`config.mk`:
```
export PLATFORM = sky130hd
export DESIGN_NAME = cvae_write_cmp
export DESIGN_NICKNAME = d
export VERILOG_FILES = /design/src/rtl/cvae_write_cmp.sv
export SDC_FILE = /design/constraint.sdc
export NUM_CORES = 1
export LEC_CHECK = 0
export ABC_AREA = 1
export CORE_MARGIN = 5
export CORE_UTILIZATION = 50
export DETAILED_ROUTE_END_ITERATION = 12
export PLACE_DENSITY = 0.84
export SLEW_MARGIN = 20
export SYNTH_ARGS = -nofsm -noshare
export SYNTH_HDL_FRONTEND = slang
export SYNTH_SLANG_ARGS = --single-unit
```
`constraint.sdc`:
```
create_clock -name clk_i -period 6.75 [get_ports clk_i]
set_clock_uncertainty 0.2 [all_clocks]
set_input_delay 0.675 -clock clk_i [delete_from_list [all_inputs] [get_ports clk_i]]
set_output_delay 0.675 -clock clk_i [all_outputs]
set_load 0.01 [all_outputs]
```
`src/rtl/cvae_write_cmp.sv`:
```
// Snoops state-SRAM writes, compares each against the golden ROM one cycle later,
// and keeps the saturating error count, first-error address and write count.
module cvae_write_cmp #(
   parameter int DATA_WIDTH  = 32,
   parameter int ADDR_WIDTH  = 16,
   parameter int ERR_WIDTH   = 16,
   parameter int STATE_WORDS = 13,
   parameter int GOLD_DEPTH  = 780
) (
   input  logic                  clk_i,
   input  logic                  rst_ni,
   input  logic                  clear_i,
   input  logic                  snoop_en_i,
   input  logic                  err_inc_i,
   input  logic                  mon_wea_i,
   input  logic [ADDR_WIDTH-1:0] mon_addr_i,
   input  logic [DATA_WIDTH-1:0] mon_wdata_i,
   output logic [ADDR_WIDTH-1:0] gold_addr_o,
   input  logic [DATA_WIDTH-1:0] gold_rdata_i,
   output logic [ERR_WIDTH-1:0]  err_cnt_o,
   output logic [ADDR_WIDTH-1:0] first_err_addr_o,
   output logic [ADDR_WIDTH:0]   wr_cnt_o
);

   logic                  wr_v_q, wr_v_d;
   logic [ADDR_WIDTH-1:0] wr_addr_q, wr_addr_d;
   logic [DATA_WIDTH-1:0] wr_data_q, wr_data_d;
   logic [ERR_WIDTH-1:0]  err_q, err_d;
   logic [ADDR_WIDTH-1:0] first_q, first_d;
   logic                  seen_q, seen_d;
   logic [ADDR_WIDTH:0]   wr_cnt_q, wr_cnt_d;
   logic                  cap;
   logic                  bad;
   logic [ERR_WIDTH:0]    err_sum;

   assign cap = snoop_en_i & mon_wea_i;
   // Golden ROM is addressed with the live write address so its data lines up with the capture.
   assign gold_addr_o = cap ? mon_addr_i : '0;

   assign bad = wr_v_q & ((wr_addr_q < ADDR_WIDTH'(STATE_WORDS)) |
                          (wr_addr_q >= ADDR_WIDTH'(GOLD_DEPTH)) |
                          (wr_data_q != gold_rdata_i));

   always_comb begin
      wr_v_d    = cap;
      wr_addr_d = cap ? mon_addr_i : wr_addr_q;
      wr_data_d = cap ? mon_wdata_i : wr_data_q;
      err_sum   = {1'b0, err_q} + (ERR_WIDTH+1)'(bad) + (ERR_WIDTH+1)'(err_inc_i);
      err_d     = err_sum[ERR_WIDTH] ? '1 : err_sum[ERR_WIDTH-1:0];
      first_d   = first_q;
      seen_d    = seen_q;
      wr_cnt_d  = wr_cnt_q;
      if (bad && !seen_q) begin
         first_d = wr_addr_q;
         seen_d  = 1'b1;
      end
      if (cap && (wr_cnt_q != '1)) begin
         wr_cnt_d = wr_cnt_q + (ADDR_WIDTH+1)'(1);
      end
      if (clear_i) begin
         wr_v_d   = 1'b0;
         err_d    = '0;
         first_d  = '0;
         seen_d   = 1'b0;
         wr_cnt_d = '0;
      end
   end

   always_ff @(posedge clk_i or negedge rst_ni) begin
      if (!rst_ni) begin
         wr_v_q    <= 1'b0;
         wr_addr_q <= '0;
         wr_data_q <= '0;
         err_q     <= '0;
         first_q   <= '0;
         seen_q    <= 1'b0;
         wr_cnt_q  <= '0;
      end else begin
         wr_v_q    <= wr_v_d;
         wr_addr_q <= wr_addr_d;
         wr_data_q <= wr_data_d;
         err_q     <= err_d;
         first_q   <= first_d;
         seen_q    <= seen_d;
         wr_cnt_q  <= wr_cnt_d;
      end
   end

   assign err_cnt_o        = err_q;
   assign first_err_addr_o = first_q;
   assign wr_cnt_o         = wr_cnt_q;

endmodule

```
Yosys cells after proc, flatten, opt, wreduce, memory -nomap -nowiden

Index checks and enable logic that the tools add are counted.
Widths: inputs -> output; s select.

Register bits: 99
Bits in latches: 0
Memory bits (writable): 0
ROM bits: 0
Input port bits: 86
Output and inout bits: 65
Logic and storage cells: 33
Memories: 0

$add $sub $neg: 3
Multiply operators: 0
Divide/modulo/power cells: 0
Order comparisons: 2
Equality and inequality tests: 2
Shift operators: 0
Mux-type cells: 10
Bitwise gates (word level): 4
Reduce and logical (&&, ||, !) cells: 5

Operator list:

| operator              | number |
|---|---|
| $mux 16               | 5 |
| $mux 17               | 2 |
| $ne 32x32->1          | 1 |
| $add 16x1->17         | 1 |
| $add 17x1->17         | 1 |
| $add 17x1->17 const B | 1 |
| $ne 17x17->1 const B  | 1 |
| $ge 16x10->1 const B  | 1 |
| $lt 16x4->1 const B   | 1 |
| $reduce_bool 2->1     | 2 |
| $mux 1                | 3 |
| $and 1x1->1           | 2 |
| $logic_and 1x1->1     | 2 |
| $or 1x1->1            | 2 |
| $logic_not 1->1       | 1 |

Logic depth before layout (Yosys ltp)

Gate-level depths: netlist of run 1.

Depth after elaboration: 8
Gate-level depth with buffers: 20
Depth with buffers taken out: 19

Worst setup path after synthesis of run 1

Ideal clock, no wire load.

Kind: input to register
Start: input port gold_rdata_i[18]
End: register err_q[11], in the netlist err_cnt_o[11]
Library setup time: 120 ps
Arrival: 2813 ps
Data required time: 6430 ps
Setup slack: 3617 ps
Stages: 19
Path buffers: 1
Cells stage by stage: inv_1 nand2_1 nand2_1 nor2_1 nand2_1 nor2_1 nand3_1 nor2_1 nor2_4 buf_6 fa_1 ha_1 nand3_1 nand3b_1 nor2_4 nand3_2 o21ai_0 o21ai_0 inv_1

Longest elaborated chain between the ends: 7

RTL lines:

| element                | RTL line | RTL |
|---|---|---|
| start: declaration     | 19       | `input logic [DATA_WIDTH-1:0] gold_rdata_i,` |
| $ne 32x32->1           | 42       | `(wr_data_q != gold_rdata_i));` |
| $or 1x1->1             | 41       | `(wr_addr_q >= ADDR_WIDTH'(GOLD_DEPTH)) \|` |
| $and 1x1->1            | 40       | `assign bad = wr_v_q & ((wr_addr_q < ADDR_WIDTH'(STATE_WORDS)) \|` |
| $add 16x1->17          | 48       | `err_sum = {1'b0, err_q} + (ERR_WIDTH+1)'(bad) + (ERR_WIDTH+1)'(err_inc_i);` |
| $add 17x1->17          | 48       |  |
| $mux 16                | 49       | `err_d = err_sum[ERR_WIDTH] ? '1 : err_sum[ERR_WIDTH-1:0];` |
| $mux 16                | 60       | `if (clear_i) begin` |
| named net err_d[11]    | 28       | `logic [ERR_WIDTH-1:0] err_q, err_d;` |
| end signal: assignment | 82       | `err_q <= err_d;` |
| end: declaration       | 28       |  |

The timed path passes the listed nets, and every way through them passes these cells.
A chain may end at the register's enable or synchronous reset.

Final worst setup path of run 1

Start: input port gold_rdata_i[5]
End: register err_q[14], in the netlist err_cnt_o[14]

Same word-level chain as after synthesis.

==> impl_results.html, run 1 <==
<table>
<tr><th>Metric</th><th>Value</th></tr>
<tr><th colspan="2">Yosys</th></tr>
<tr><td>Synth warnings</td><td>0</td></tr>
<tr><td>Average cell area after synthesis</td><td>7.73 um^2</td></tr>
<tr><td>Cell count after synthesis</td><td>654</td></tr>
<tr><td>FF+latch count, synth</td><td>between 90 and 100</td></tr>
<tr><td>Sequential cell area fraction in the yosys report</td><td>approximately half</td></tr>
<tr><td>Top cells by count, synth</td><td>150 x sky130_fd_sc_hd__nand2_1, 100 x sky130_fd_sc_hd__nor2_1, 99 x sky130_fd_sc_hd__dfrtp_1</td></tr>
<tr><td>Netlist area before placement</td><td>~0.005 mm^2</td></tr>
<tr><td>Leading cell type by number of instances after synthesis</td><td>sky130_fd_sc_hd__nand2_1</td></tr>
<tr><td>Top-area cell type share of the netlist area</td><td>approximately 49%</td></tr>
<tr><td>Synthesized netlist net count</td><td>around 740</td></tr>
<tr><td>Share of async-settable or async-resettable flops after synthesis</td><td>100%</td></tr>
<tr><td>Dominant synthesized flop cell</td><td>sky130_fd_sc_hd__dfrtp_1</td></tr>
<tr><td>EDFF count, synth</td><td>0</td></tr>
<tr><td>Cell types occupying the most area after synthesis</td><td>sky130_fd_sc_hd__dfrtp_1 49%, sky130_fd_sc_hd__nand2_1 11%, sky130_fd_sc_hd__nor2_1 7.4%, sky130_fd_sc_hd__inv_1 7.2%, sky130_fd_sc_hd__a21oi_1 5.0%</td></tr>
<tr><td>Distinct cell type count after synthesis</td><td>33</td></tr>
<tr><td>Yosys top cell by area</td><td>sky130_fd_sc_hd__dfrtp_1</td></tr>
<tr><th colspan="2">Critical path</th></tr>
<tr><td>WS Path Type</td><td>in2reg</td></tr>
<tr><td>Critical Path Sink Type</td><td>flop</td></tr>
<tr><td>Stages on worst setup path</td><td>19</td></tr>
<tr><td>Series of cell instances along the critical path</td><td>clkdlybuf4s50_1, inv_1, nand2_1, nand2_1, nor2_1, nand2_1, nor2_1, nand3_1, nor2_1, nor2_4, fa_1, ha_1, nand3_1, nand3b_1, nor2_4, nand3_2, o21ai_0, o21ai_0, inv_1</td></tr>
<tr><td>Maximum fanout along the worst path</td><td>17</td></tr>
<tr><td>Worst Path Required</td><td>6.80 ns</td></tr>
<tr><td>Worst path arrival time</td><td>3.81 ns</td></tr>
<tr><td>Worst setup SP type</td><td>input pin</td></tr>
<tr><td>Worst Reg2Reg Path Length in Cells</td><td>17</td></tr>
<tr><td>Critical-path top delay cell</td><td>sky130_fd_sc_hd__clkdlybuf4s50_1</td></tr>
<tr><td>Critical path buffer and inverter count</td><td>3</td></tr>
<tr><td>Delay of the slowest cell on the worst path</td><td>0.50 ns</td></tr>
<tr><td>Delay-heaviest family, CP</td><td>simple AND/OR/NAND/NOR gates</td></tr>
<tr><td>Startpoint of the worst register-to-register path</td><td>wr_addr_q[11]</td></tr>
<tr><td>Launch point of the critical path</td><td>gold_rdata_i[5]</td></tr>
<tr><th colspan="2">Floorplanning</th></tr>
<tr><td>Die Span Y</td><td>about 110 um</td></tr>
<tr><td>Core Box Area</td><td>around 0.0098 mm^2</td></tr>
<tr><td>Initial core utilization</td><td>between 50% and 60%</td></tr>
<tr><td>Overall die area</td><td>between 0.01 and 0.015 mm^2</td></tr>
<tr><td>I/O pin count</td><td>between 150 and 200</td></tr>
<tr><td>Cell row count</td><td>36</td></tr>
<tr><td>Die extent in x</td><td>111 um</td></tr>
<tr><th colspan="2">Place</th></tr>
<tr><td>Last weighted congestion value of the routability-driven placer</td><td>0.819</td></tr>
<tr><td>Post-place instance area</td><td>~0.0066 mm^2</td></tr>
<tr><td>Count of input and output buffers</td><td>150</td></tr>
<tr><td>Post-DP HPWL</td><td>between 10000 and 15000 um</td></tr>
<tr><th colspan="2">GRT</th></tr>
<tr><td>Wire length of the first global-routing pass</td><td>21400 um</td></tr>
<tr><td>Total grt overflow</td><td>0</td></tr>
<tr><td>Pin count of the biggest net entering global routing</td><td>just under 70</td></tr>
<tr><td>Antenna violations before repair</td><td>0</td></tr>
<tr><td>Number of global-route vias before repair</td><td>4648</td></tr>
<tr><td>Overall global routing resource usage</td><td>approximately a fifth</td></tr>
<tr><th colspan="2">CTS</th></tr>
<tr><td>Clock root buffer master</td><td>sky130_fd_sc_hd__clkbuf_8</td></tr>
<tr><td>Clk sinks</td><td>between 90 and 100</td></tr>
<tr><td>Worst skew pair latency</td><td>~0.36 ns</td></tr>
<tr><td>Number of buffers created by CTS</td><td>9</td></tr>
<tr><td>Clock tree from TritonCTS</td><td>done</td></tr>
<tr><td>Hold buffers post-CTS</td><td>0</td></tr>
<tr><td>Setup Buffers After CTS</td><td>0</td></tr>
<tr><td>Number of buffers on the longest clock path</td><td>2</td></tr>
<tr><td>Clock transition at path regs</td><td>0.10 ns</td></tr>
<tr><td>Total of cells resized after clock tree synthesis</td><td>0</td></tr>
<tr><td>H-tree depth</td><td>3</td></tr>
<tr><th colspan="2">Drt</th></tr>
<tr><td>DRC violation total after the first TritonRoute iteration</td><td>between 300 and 400</td></tr>
<tr><td>Routed wire length per instance</td><td>about 14 um</td></tr>
<tr><td>Number of remaining DRC errors</td><td>0</td></tr>
<tr><td>Ratio of routed vias to standard cells</td><td>roughly 5</td></tr>
<tr><td>Post-Route WL</td><td>between 10000 and 15000 um</td></tr>
<tr><td>Vias</td><td>between 4000 and 5000</td></tr>
<tr><td>Drt first pass iters</td><td>5</td></tr>
<tr><td>Number of antenna-violating nets in the routed design</td><td>0</td></tr>
<tr><th colspan="2">Timing</th></tr>
<tr><td># setup viols final</td><td>0</td></tr>
<tr><td>Max Transition Viols Final</td><td>0</td></tr>
<tr><td>Setup_tns</td><td>0 ns</td></tr>
<tr><td>Fmax</td><td>around 270 MHz</td></tr>
<tr><td>Final critical path time including I/O delays and setup</td><td>between 3 and 4 ns</td></tr>
<tr><td>Final Hold Violating Endpoints</td><td>0</td></tr>
<tr><td>Hold WS</td><td>0.0225 ns</td></tr>
<tr><td>Final worst-path cycle share</td><td>a little under three fifths</td></tr>
<tr><td>RSZ-0062 raised after global routing</td><td>no</td></tr>
<tr><td>Least-Margin Pin Slew</td><td>roughly 0.85 ns</td></tr>
<tr><td>Relative max-transition margin</td><td>between 40% and 50%</td></tr>
<tr><th colspan="2">Finish</th></tr>
<tr><td>Fin area</td><td>around 0.0068 mm^2</td></tr>
<tr><td>Net count, final</td><td>a little under 900</td></tr>
<tr><td>Combined area of the multi-input logic cells</td><td>0.00209 mm^2</td></tr>
<tr><td>Number of filler instances in the final layout</td><td>814</td></tr>
<tr><td>Fraction of layout instances using a drive strength above 1</td><td>roughly 5.2%</td></tr>
<tr><td>Diode insertion count for antenna repair</td><td>0</td></tr>
<tr><td>Storage cell area</td><td>around 0.0025 mm^2</td></tr>
<tr><td>Area added between synthesis and finish</td><td>35.1%</td></tr>
<tr><th colspan="2">Job</th></tr>
<tr><td>Max-cap violations</td><td>0</td></tr>
<tr><th colspan="2">Pwr</th></tr>
<tr><td>Peak supply drop</td><td>~0.00011 V</td></tr>
<tr><td>Leak Pwr</td><td>between 3 and 4 nW</td></tr>
<tr><td>Power density over the cells</td><td>~180 mW/mm^2</td></tr>
<tr><td>PnR Total Power</td><td>0.00126 W</td></tr>
<tr><th colspan="2">Worst hold path</th></tr>
<tr><td>HP Class</td><td>in2async</td></tr>
<tr><th colspan="2">Run status</th></tr>
<tr><td>Status</td><td>finished clean</td></tr>
</table>
## layout by cell type (no fill, tap or decap), types with 2 or more instances in the layout
cell | synthesis | routed
sky130_fd_sc_hd__nand2_1 | 150 | 149
sky130_fd_sc_hd__clkdlybuf4s50_1 | 0 | 149
sky130_fd_sc_hd__nor2_1 | 100 | 100
sky130_fd_sc_hd__dfrtp_1 | 99 | 99
sky130_fd_sc_hd__inv_1 | 97 | 97
sky130_fd_sc_hd__a21oi_1 | 50 | 50
sky130_fd_sc_hd__o21ai_0 | 32 | 32
sky130_fd_sc_hd__nand3_1 | 28 | 28
sky130_fd_sc_hd__nand4_1 | 20 | 20
sky130_fd_sc_hd__clkbuf_8 | 1 | 10
sky130_fd_sc_hd__mux2_2 | 9 | 9
sky130_fd_sc_hd__nor3_1 | 8 | 8
sky130_fd_sc_hd__xor2_1 | 7 | 7
sky130_fd_sc_hd__xnor2_1 | 5 | 5
sky130_fd_sc_hd__nand3_2 | 4 | 4
sky130_fd_sc_hd__buf_4 | 0 | 4
sky130_fd_sc_hd__nor2_4 | 3 | 3
sky130_fd_sc_hd__ha_1 | 3 | 3
sky130_fd_sc_hd__and2_1 | 2 | 2
sky130_fd_sc_hd__nand3b_1 | 2 | 2
sky130_fd_sc_hd__clkinv_1 | 2 | 2
sky130_fd_sc_hd__nor3_2 | 2 | 2
sky130_fd_sc_hd__inv_8 | 0 | 2
sky130_fd_sc_hd__clkinv_4 | 0 | 2
## registers in the layout, summed over array words and instances, names as in the netlist
signal and flops:
err_cnt_o 16, first_err_addr_o 16, seen_q 1, wr_addr_q 16, wr_cnt_o 17, wr_data_q 32
wr_v_q 1
## routing by layer
layer  GRT usage (%)  part of all wire, %
met2            36.8                   51
met5               0                    0
met1            25.6                   41
met3            5.36                  5.6
met4            5.34                  2.1
## power breakdown
| group | internal (W) | leakage (nW) | switching, W |
|---|---|---|---|
| clock network | 0.000152 | 0.0969 | 0.000219 |
| registers | 0.000636 | 1.26 | 0.0000325 |
| logic | 0.000110 | 1.98 | 0.000111 |
| total | 0.000898 | 3.34 | 0.000363 |
## cell type report
class | count | area share, %
Clock inverter | 6 | 0.825
Sequential cell | 99 | 36.3
Inverter | 100 | 5.50
Timing Repair Buffer | 153 | 22.3
Tap cell | 133 | 2.44
Clock buffer | 10 | 2.02
Multi-Input combinational cell | 433 | 30.6
## cells by family after synthesis
kind of cell | after synthesis | share of synthesized area, %
AND/OR/NAND/NOR | 324 | 27.6
AO/OA/AOI/OAI | 84 | 8.37
flip-flops | 99 | 49.0
adder cells (fa/ha/maj) | 4 | 1.14
XOR/XNOR | 12 | 2.08
buffers and inverters | 122 | 9.75
multiplexers | 9 | 2.01
## worst paths after layout
check | end | slack [ns]
min reg2reg | wr_cnt_o[9] | 0.31
min in group clk_i | wr_cnt_o[9] | 0.31
min | wr_data_q[21] | 0.02
max reg2reg | err_cnt_o[14] | 3.26
max | err_cnt_o[14] | 2.99
max in group asynchronous | wr_data_q[5] | 5.13
## per-stage QoR
stage               utilization (%)  instances  setup WS, ns
global route                   69.5        934          2.78
detailed placement             67.5        918          2.67
global placement               67.5        918          2.83
finish                         69.5        934          2.99
floorplan                         -        654          3.62
CTS                            69.5        934          3.05
Note: power is estimated with default switching activity, not from simulation.
==> inputs of run 2 (changes only) <==
- CORE_UTILIZATION: 50 -> 48
- PLACE_DENSITY: 0.84 -> 0.81
- clock period: 6.75 -> 3.7 ns (I/O delays scaled with it)
==> run 2 against run 1 <==
Global-route usage shrank 0.43 points. First-iteration DRC count shrank 33%. Flip-flop and latch count is the same. Register-to-register slack lost 2.8 ns. Sequential power grew 82%. Non-clock buffer count grew 4. Critical path type is now reg2reg. Largest power group unchanged. Highest routed layer unchanged.
==> impl_results.html, run 2 (synthesized netlist as in run 1, its figures left out) <==
<table>
<tr><th>Metric</th><th>Value</th></tr>
<tr><th colspan="2">CTS</th></tr>
<tr><td>Clock transition at path regs</td><td>approximately 0.090 ns</td></tr>
<tr><td>Clock tree from TritonCTS</td><td>done</td></tr>
<tr><td>Clk sinks</td><td>99</td></tr>
<tr><td>Hold buffers post-CTS</td><td>1</td></tr>
<tr><td>Worst skew pair latency</td><td>between 0.3 and 0.4 ns</td></tr>
<tr><td>Total of cells resized after clock tree synthesis</td><td>0</td></tr>
<tr><td>H-tree depth</td><td>3</td></tr>
<tr><td>Number of buffers created by CTS</td><td>9</td></tr>
<tr><td>Setup Buffers After CTS</td><td>0</td></tr>
<tr><td>Clock root buffer master</td><td>sky130_fd_sc_hd__clkbuf_8</td></tr>
<tr><td>Number of buffers on the longest clock path</td><td>2</td></tr>
<tr><th colspan="2">Floorplanning</th></tr>
<tr><td>Initial core utilization</td><td>about half</td></tr>
<tr><td>Die Span Y</td><td>between 100 and 150 um</td></tr>
<tr><td>Overall die area</td><td>0.0127 mm^2</td></tr>
<tr><td>Core Box Area</td><td>roughly 0.01 mm^2</td></tr>
<tr><td>Cell row count</td><td>37</td></tr>
<tr><td>I/O pin count</td><td>151</td></tr>
<tr><td>Die extent in x</td><td>around 110 um</td></tr>
<tr><th colspan="2">Finish</th></tr>
<tr><td>Area added between synthesis and finish</td><td>35.3%</td></tr>
<tr><td>Diode insertion count for antenna repair</td><td>0</td></tr>
<tr><td>Final core utilization</td><td>around two thirds</td></tr>
<tr><td>Most flop-heavy register</td><td>wr_data_q</td></tr>
<tr><td>Max reg flops</td><td>32</td></tr>
<tr><td>Fraction of layout instances using a drive strength above 1</td><td>5.47%</td></tr>
<tr><td>Net count, final</td><td>890</td></tr>
<tr><td>Most frequent cells in the layout</td><td>149 x sky130_fd_sc_hd__nand2_1, 149 x sky130_fd_sc_hd__clkdlybuf4s50_1, 100 x sky130_fd_sc_hd__nor2_1</td></tr>
<tr><th colspan="2">Critical path</th></tr>
<tr><td>Critical Path Sink Type</td><td>flop</td></tr>
<tr><td>Critical path buffer and inverter count</td><td>1</td></tr>
<tr><td>Series of cell instances along the critical path</td><td>nor2_1, nand2_1, nand3b_1, nand3_1, nor2_1, nor2_4, fa_1, ha_1, nand3_1, nand3b_1, nor2_4, nand4_1, and2_1, o21ai_0, inv_1</td></tr>
<tr><td>Maximum fanout along the worst path</td><td>17</td></tr>
<tr><td>Worst path arrival time</td><td>approximately 3.3 ns</td></tr>
<tr><td>Worst Path Required</td><td>3.74 ns</td></tr>
<tr><td>Worst setup SP type</td><td>flop</td></tr>
<tr><td>Delay-heaviest family, CP</td><td>simple AND/OR/NAND/NOR gates</td></tr>
<tr><td>WS Path Type</td><td>reg2reg</td></tr>
<tr><td>Delay of the slowest cell on the worst path</td><td>~0.4 ns</td></tr>
<tr><td>Critical-path top delay cell</td><td>sky130_fd_sc_hd__dfrtp_1</td></tr>
<tr><th colspan="2">Drt</th></tr>
<tr><td>Ratio of routed vias to standard cells</td><td>~5</td></tr>
<tr><td>DRC violation total after the first TritonRoute iteration</td><td>203</td></tr>
<tr><td>Number of antenna-violating nets in the routed design</td><td>0</td></tr>
<tr><td>Number of remaining DRC errors</td><td>0</td></tr>
<tr><td>Post-Route WL</td><td>12800 um</td></tr>
<tr><td>Vias</td><td>roughly 4700</td></tr>
<tr><td>Drt first pass iters</td><td>4</td></tr>
<tr><td>Routed wire length per instance</td><td>about 14 um</td></tr>
<tr><th colspan="2">Pwr</th></tr>
<tr><td>Peak supply drop</td><td>between 0.00015 and 0.0002 V</td></tr>
<tr><td>Power density over the cells</td><td>~330 mW/mm^2</td></tr>
<tr><td>Leak Pwr</td><td>~3.4 nW</td></tr>
<tr><td>PnR Total Power</td><td>0.00225 W</td></tr>
<tr><th colspan="2">Timing</th></tr>
<tr><td>Relative max-transition margin</td><td>~56%</td></tr>
<tr><td>Setup_tns</td><td>0 ns</td></tr>
<tr><td>Fmax</td><td>approximately 300 MHz</td></tr>
<tr><td>Final Hold Violating Endpoints</td><td>0</td></tr>
<tr><td>RSZ-0062 raised after global routing</td><td>no</td></tr>
<tr><td>Final worst-path cycle share</td><td>between 80% and 90%</td></tr>
<tr><td>Max Transition Viols Final</td><td>0</td></tr>
<tr><td># setup viols final</td><td>0</td></tr>
<tr><td>Final critical path time including I/O delays and setup</td><td>3.28 ns</td></tr>
<tr><td>Hold WS</td><td>roughly 0.28 ns</td></tr>
<tr><td>Least-Margin Pin Slew</td><td>0.667 ns</td></tr>
<tr><th colspan="2">GRT</th></tr>
<tr><td>Total grt overflow</td><td>0</td></tr>
<tr><td>Number of global-route vias before repair</td><td>~4700</td></tr>
<tr><td>Wire length of the first global-routing pass</td><td>21500 um</td></tr>
<tr><td>Overall global routing resource usage</td><td>approximately a fifth</td></tr>
<tr><td>Pin count of the biggest net entering global routing</td><td>65</td></tr>
<tr><td>Antenna violations before repair</td><td>0</td></tr>
<tr><th colspan="2">Place</th></tr>
<tr><td>Post-DP HPWL</td><td>about 10000 um</td></tr>
<tr><td>Last weighted congestion value of the routability-driven placer</td><td>roughly 0.86</td></tr>
<tr><td>Count of input and output buffers</td><td>150</td></tr>
<tr><th colspan="2">Worst hold path</th></tr>
<tr><td>HP Class</td><td>in2async</td></tr>
<tr><th colspan="2">Run status</th></tr>
<tr><td>Status</td><td>finished clean</td></tr>
<tr><th colspan="2">Job</th></tr>
<tr><td>Max-cap violations</td><td>0</td></tr>
</table>
## run 2: worst paths after layout
| path | from | to | slack, ns | cells after the start |
|---|---|---|---|---|
| hold reg to reg | first_err_addr_o[11] | first_err_addr_o[11] | 0.32 | 2 |
| setup reg to reg | wr_addr_q[11] | err_cnt_o[14] | 0.42 | 15 |
| min in group clk_i | first_err_addr_o[11] | first_err_addr_o[11] | 0.32 | 2 |
| max in group asynchronous | rst_ni | wr_data_q[15] | 2.22 | 3 |
| setup / recovery | wr_addr_q[11] | err_cnt_o[14] | 0.42 | 15 |
| hold / removal | rst_ni | wr_data_q[22] | 0.28 | 2 |
## run 2: power by group
group          total (W)  leakage (nW)  switching (W)  internal (W)
clock           0.000624        0.0928       0.000364      0.000260
sequential       0.00122          1.26      0.0000576       0.00116
combinational   0.000406          2.00       0.000203      0.000203
total            0.00225          3.35       0.000625       0.00162
## run 2: worst reg2reg max path, stage by stage, from the launching register on
cell                       delay, ns
sky130_fd_sc_hd__dfrtp_1        0.41
sky130_fd_sc_hd__nor2_1         0.20
sky130_fd_sc_hd__nand2_1        0.07
sky130_fd_sc_hd__nand3b_1       0.18
sky130_fd_sc_hd__nand3_1        0.13
sky130_fd_sc_hd__nor2_1         0.08
sky130_fd_sc_hd__nor2_4         0.32
sky130_fd_sc_hd__fa_1           0.31
sky130_fd_sc_hd__ha_1           0.19
sky130_fd_sc_hd__nand3_1        0.12
sky130_fd_sc_hd__nand3b_1       0.29
sky130_fd_sc_hd__nor2_4         0.19
sky130_fd_sc_hd__nand4_1        0.12
sky130_fd_sc_hd__and2_1         0.15
sky130_fd_sc_hd__o21ai_0        0.16
sky130_fd_sc_hd__inv_1          0.06
## run 2: final cells by class
cell class | count | area (um^2)
fill | 880 | 3440
sequential | 99 | 2480
multi-input combinational | 433 | 2090
timing repair buffer | 157 | 1550
inverter | 100 | 375
tap | 136 | 170
clock buffer | 11 | 141
clock inverter | 5 | 28.8
## run 2: routing by layer
metal / GRT usage [%] / wire, um / vias up
li1: - / - / 2336
met1: 25.4 / 5210 / 2205
met2: 36.3 / 6680 / 130
met3: 3.61 / 655 / 15
met4: 6.33 / 210 / 0
met5: 0 / 0 / -
## run 2: through the flow
step                std cells  instance area (um^2)  setup slack [ns]
finish                    941                  6840             0.416
global route              941                  6840             0.136
CTS                       941                  6840             0.402
detailed placement        924                  6660             0.111
global placement          924                  6660             0.238
floorplan                 654                  5050             0.811
